**src/rtl/instruction_fetch_unit_pkg.sv**
```systemverilog
// Shared definitions for the IF stage: NPC operation encodings, default
// reset PC, the NOP word used for bubbles, and a saturating counter helper.
package instruction_fetch_unit_pkg;

    // NPC operation returned from EX (same encoding as defines.vh NPC_*)
    typedef enum logic [1:0] {
        NPC_PC4  = 2'd0,
        NPC_JAL  = 2'd1,
        NPC_JALR = 2'd2,
        NPC_B    = 2'd3
    } npc_op_e;

    localparam logic [31:0] DEFAULT_RESET_PC  = 32'h0000_0000;
    localparam logic [31:0] DEFAULT_NOP_INSTR = 32'h0000_0013; // addi x0,x0,0

    // Increment that sticks at all-ones instead of wrapping
    function automatic logic [15:0] sat_inc16(input logic [15:0] value);
        return (value == '1) ? value : value + 16'd1;
    endfunction

endpackage

```
**src/rtl/instruction_fetch_unit_npc_target_select.sv**
```systemverilog
// Redirect decision and target computation for the instruction in EX.
// Purely combinational; the target is always word aligned and the
// misalignment flag reports whether bit1 of the raw target was set.
module npc_target_select
    import instruction_fetch_unit_pkg::*;
(
    input  logic        ex_valid,
    input  logic [1:0]  npc_op,
    input  logic        branch_taken,
    input  logic [31:0] ex_pc,
    input  logic [31:0] ex_imm,
    input  logic [31:0] alu_result,
    output logic        redirect,
    output logic [31:0] target,
    output logic        target_misaligned
);

    logic [31:0] raw_target;

    // Decode the NPC op into a redirect request and its raw target address
    always_comb begin
        redirect   = 1'b0;
        raw_target = ex_pc + ex_imm;
        case (npc_op_e'(npc_op))
            NPC_JAL:  redirect = ex_valid;
            NPC_B:    redirect = ex_valid & branch_taken;
            NPC_JALR: begin
                redirect   = ex_valid;
                raw_target = alu_result & 32'hFFFF_FFFE;
            end
            default:  redirect = 1'b0;
        endcase
        target            = raw_target & 32'hFFFF_FFFC;
        target_misaligned = raw_target[1];
    end

endmodule

```
**src/rtl/instruction_fetch_unit.sv**
```systemverilog
// IF stage: PC register, combinational IROM address, IF/ID pipeline
// register, and redirect/squash handling for resolved control flow in EX.
// Static predict-not-taken; a taken redirect squashes IF/ID and ID.
module instruction_fetch_unit
    import instruction_fetch_unit_pkg::*;
#(
    parameter logic [31:0] RESET_PC  = DEFAULT_RESET_PC,
    parameter logic [31:0] NOP_INSTR = DEFAULT_NOP_INSTR
) (
    input  logic        Clock,
    input  logic        Reset,
    input  logic        Stall,
    input  logic        ExValid,
    input  logic [1:0]  ExNpcOperation,
    input  logic        ExBranchTaken,
    input  logic [31:0] ExPc,
    input  logic [31:0] ExImmediate,
    input  logic [31:0] ExAluResult,
    output logic [31:0] IromAddress,
    input  logic [31:0] IromData,
    output logic [31:0] IfIdInstruction,
    output logic [31:0] IfIdPc,
    output logic [31:0] IfIdPc4,
    output logic        IfIdValid,
    output logic        FlushIdEx,
    output logic        Misaligned,
    output logic [31:0] FetchCount,
    output logic [15:0] FlushCount
);

    logic [31:0] pc;
    logic        redirect;
    logic [31:0] redirect_target;
    logic        target_misaligned;

    npc_target_select u_npc_target_select (
        .ex_valid          (ExValid),
        .npc_op            (ExNpcOperation),
        .branch_taken      (ExBranchTaken),
        .ex_pc             (ExPc),
        .ex_imm            (ExImmediate),
        .alu_result        (ExAluResult),
        .redirect          (redirect),
        .target            (redirect_target),
        .target_misaligned (target_misaligned)
    );

    assign IromAddress = pc;
    assign FlushIdEx   = redirect;

    // PC, IF/ID register and counters: redirect beats stall beats fetch
    always_ff @(posedge Clock or posedge Reset) begin
        if (Reset) begin
            pc              <= RESET_PC;
            IfIdInstruction <= NOP_INSTR;
            IfIdPc          <= '0;
            IfIdPc4         <= '0;
            IfIdValid       <= 1'b0;
            Misaligned      <= 1'b0;
            FetchCount      <= '0;
            FlushCount      <= '0;
        end else if (redirect) begin
            pc              <= redirect_target;
            IfIdInstruction <= NOP_INSTR;
            IfIdPc          <= '0;
            IfIdPc4         <= '0;
            IfIdValid       <= 1'b0;
            Misaligned      <= Misaligned | target_misaligned;
            FlushCount      <= sat_inc16(FlushCount);
        end else if (!Stall) begin
            pc              <= pc + 32'd4;
            IfIdInstruction <= IromData;
            IfIdPc          <= pc;
            IfIdPc4         <= pc + 32'd4;
            IfIdValid       <= 1'b1;
            FetchCount      <= FetchCount + 32'd1;
        end
    end

endmodule

```
**config.mk**
```make
export PLATFORM = sky130hd
export DESIGN_NAME = instruction_fetch_unit
export DESIGN_NICKNAME = d
export VERILOG_FILES = /design/src/rtl/instruction_fetch_unit_pkg.sv /design/src/rtl/instruction_fetch_unit_npc_target_select.sv /design/src/rtl/instruction_fetch_unit.sv
export SDC_FILE = /design/constraint.sdc
export NUM_CORES = 1
export LEC_CHECK = 0
export ABC_AREA = 1
export ABC_CLOCK_PERIOD_IN_PS = 6090
export BUFFER_PORTS_ARGS = -buffer_cell sky130_fd_sc_hd__buf_2
export CELL_PAD_IN_SITES_DETAIL_PLACEMENT = 1
export CELL_PAD_IN_SITES_GLOBAL_PLACEMENT = 1
export CORE_ASPECT_RATIO = 1.75
export CORE_MARGIN = 3
export CORE_UTILIZATION = 37
export CTS_CLUSTER_SIZE = 28
export DETAILED_ROUTE_END_ITERATION = 10
export HOLD_SLACK_MARGIN = 0.06
export PLACE_DENSITY_LB_ADDON = 0.1
export SYNTH_ARGS = -nofsm -noshare
export SYNTH_HDL_FRONTEND = slang
export SYNTH_SLANG_ARGS = --single-unit
```
**constraint.sdc**
```tcl
create_clock -name Clock -period 6.09 [get_ports Clock]
set_input_delay 0.9135 -clock Clock [delete_from_list [all_inputs] [get_ports Clock]]
set_output_delay 0.9135 -clock Clock [all_outputs]
set_load 0.01 [all_outputs]
```
==> metrics.txt <==
status finished, final reports clean; post-CTS sizing 0; Core ar. 28070 um2; RSZ-0062 raised after global routing no; CP max FO 31; fill count 3679; share of flip-flops with an asynchronous set or reset 100.0%; Congestion Overflow GR 0; Synth Area in Compound Gates 10.49%; Setup crit end kind flip-flop; Fmax 0.3237 GHz; first-pass detailed-route iteration total 4; Slew HR 30.19%; pwr/cell area 301.2 nW/um2; Clock Path Buffers 2; Synth Area in XOR/XNOR 5.452%; clock skew 0.008974 ns; cell family with the largest share of critical-path delay buffers and inverters; crit path time final 3.090 ns; arrival time of the worst setup path 3.41 ns; CTS tree done; Top FF cell, synth dfrtp_1; number of synthesized flops with an enable pin 0; initial antenna violation count 1; crit-path max cell delay 0.54 ns; DRC 0; final WL 38.50 mm; I/O pins 314; Final HPWL DP 30.87 mm; DR vias 10703; Reg clk slew, reported paths 0.06 ns; maxcap violations 0; placed cells 2082; Tightest Pin Transition 1.047 ns; Setup TNS 0 ns; Min Hold Slack 0.4784 ns; Seq/Total Area, Yosys 40.87%; Final Hold Vio Count 0; Initial Util 37.77%; Synth Area per Inst 7.394 um2; final layout net count 1900; share of layout cells above drive strength 1 22.80%; largest net degree at the start of global routing 98; worst min-delay path category reg -> reg; VDD IR max 203.6 uV; vias in the first global route 11262; die width 134.0 um; # rows 81; Max stage delay cell, worst path inv_2; # Post-CTS Setup Buffers 0; multiplexer share of the synthesized area 0.09441%; Startpoint Class input pin; final non-filler cell total 2116; Iter 0 DRT Violations 367; CP Class in -> reg; CTS Hold Bufs 0; port bufs 310; CTS sink cnt 173; CP required 6.41 ns; die area 30800 um2; Routed Antenna Nets 0; Critical path buffers and inverters 5; LEAKAGE 7.157 nW; largest family of logic cells by synthesized area simple AND/OR/NAND/NOR gates; Area growth syn-to-layout 23.63%; Synth Instances 1434; DR vias/cell 5.058; CP dominant cell by count nand2_1; critical-path cell list buf_2, inv_1, ha_1, a21oi_1, nor2_1, nand2_1, buf_4, nand2_1, inv_2, buf_4, nand2_1, xnor2_1; CTS Buf Count 17; WL/cell 18.20 um; Post-Synth Simple-Gate Area 30.45%; gr usage total 25.03%; H-Tree Depth 4; post-synthesis register bit count 173; Slew Limit Fails 0; Die Span Y 229.9 um; Ys Warns 0; Final Total Pwr 3.948 mW; first-pass GRT wire length 60.67 mm; CTS Root Buffer Type clkbuf_16; Routability Congestion 0.9685; # setup viols final 0; mapped cell area 10600 um2; library cells used by synthesis 49; clock latency on the worst-skew pair 0.44 ns; final period utilization 50.73%; Post-Synth Adder-Cell Area 4.437%
[worst paths after layout]
kind	slack, ns	end	cells past startpoint	from
worst min-delay path	0.48	IfIdPc[22]$_DFFE_PP0N_	2	IfIdPc[22]$_DFFE_PP0N_
worst min register to register	0.48	IfIdPc[22]$_DFFE_PP0N_	2	IfIdPc[22]$_DFFE_PP0N_
max in group asynchronous	4.24	IromAddress[9]$_DFFE_PP0N_	3	Reset
worst max-delay path	3.00	FetchCount[2]$_DFFE_PP0P_	12	ExNpcOperation[0]
worst max register to register	3.89	IromAddress[10]$_DFFE_PP0N_	9	IromAddress[3]$_DFFE_PP0N_
min in group asynchronous	0.59	FetchCount[22]$_DFFE_PP0P_	2	Reset
[worst reg2reg max path, stage by stage (launching register included)]
cell,delay (ns)
dfrtp_1,0.47
ha_1,0.36
inv_1,0.13
nor3_4,0.27
nand2_1,0.18
clkinv_1,0.17
nor2_1,0.05
nor3_1,0.22
nor2_1,0.07
a22oi_1,0.18
[layout make-up]
class	count	area, um2	area share (%)
Multi-Input combinational cell	1040	5406	41.25
Sequential cell	173	4333	33.06
Inverter	179	676.9	5.164
Antenna cell	2	5.005	0.03818
Clock buffer	19	452.9	3.456
Clock inverter	13	162.7	1.241
Timing Repair Buffer	317	1604	12.24
Tap cell	373	466.7	3.561
[cells by family after synthesis]
kind of cell             after synthesis
AND/OR/NAND/NOR                      753
buffers and inverters                222
AO/OA/AOI/OAI                        181
flip-flops                           173
XOR/XNOR                              66
adder cells (fa/ha/maj)               37
other                                  1
multiplexers                           1
[synth_stat cells, types with 16 or more instances]
library cell,n,area share (%)
dfrtp_1,170,40
o21ai_0,56,2.6
o21ai_1,21,0.99
inv_1,161,5.7
nor3_1,22,1.0
a22o_1,39,3.2
xor2_1,38,3.1
nand2_1,409,14
nor2_1,180,6.4
ha_1,36,4.2
inv_2,16,0.57
xnor2_1,28,2.3
clkbuf_1,22,0.78
nand4_1,25,1.5
nand3_1,76,3.6
a21oi_1,42,2.0
[layer usage]
layer	track usage, %	vias up	wire length (um)
li1	-	5179	-
met1	25.98	5122	13980
met2	47.91	314	20900
met3	4.094	88	1750
met4	12.00	0	1877
met5	0	-	0
[metrics by stage]
| step | setup WS, ns | utilization (%) | cell area [um2] |
|---|---|---|---|
| 3_3_place_gp | 2.587 | 44.48 | 12490 |
| 3_5_place_dp | 2.533 | 44.48 | 12490 |
| 2_1_floorplan | 0.4930 | - | 10610 |
| 5_1_grt | 2.797 | 46.68 | 13110 |
| 4_1_cts | 3.001 | 46.67 | 13100 |
| 6_report | 3.000 | 46.69 | 13110 |
[state kept, by name, indices dropped and copies added (netlist names)]
signal           count
FetchCount          32
FlushCount          16
IfIdInstruction     32
IfIdPc              31
IfIdPc4             30
IfIdValid            1
IromAddress         30
Misaligned           1
[power by group]
part / switching, mW / internal, mW
logic: 0.777 / 0.439
registers: 0.229 / 1.36
clock network: 0.473 / 0.669
total: 1.48 / 2.47
[cell usage in the layout (no fill, tap or decap), drive strengths merged, types with 6 or more instances in the layout]
| cell | instances |
|---|---|
| nand2 | 414 |
| buf | 317 |
| nor2 | 191 |
| inv | 180 |
| dfrtp | 170 |
| o21ai | 78 |
| nand3 | 76 |
| a21oi | 42 |
| a22o | 39 |
| xor2 | 38 |
| ha | 36 |
| xnor2 | 28 |
| nand4 | 27 |
| nor3 | 27 |
| clkbuf | 19 |
| nor4 | 8 |
| clkinv | 6 |
Power figures use the tool's default switching activity.
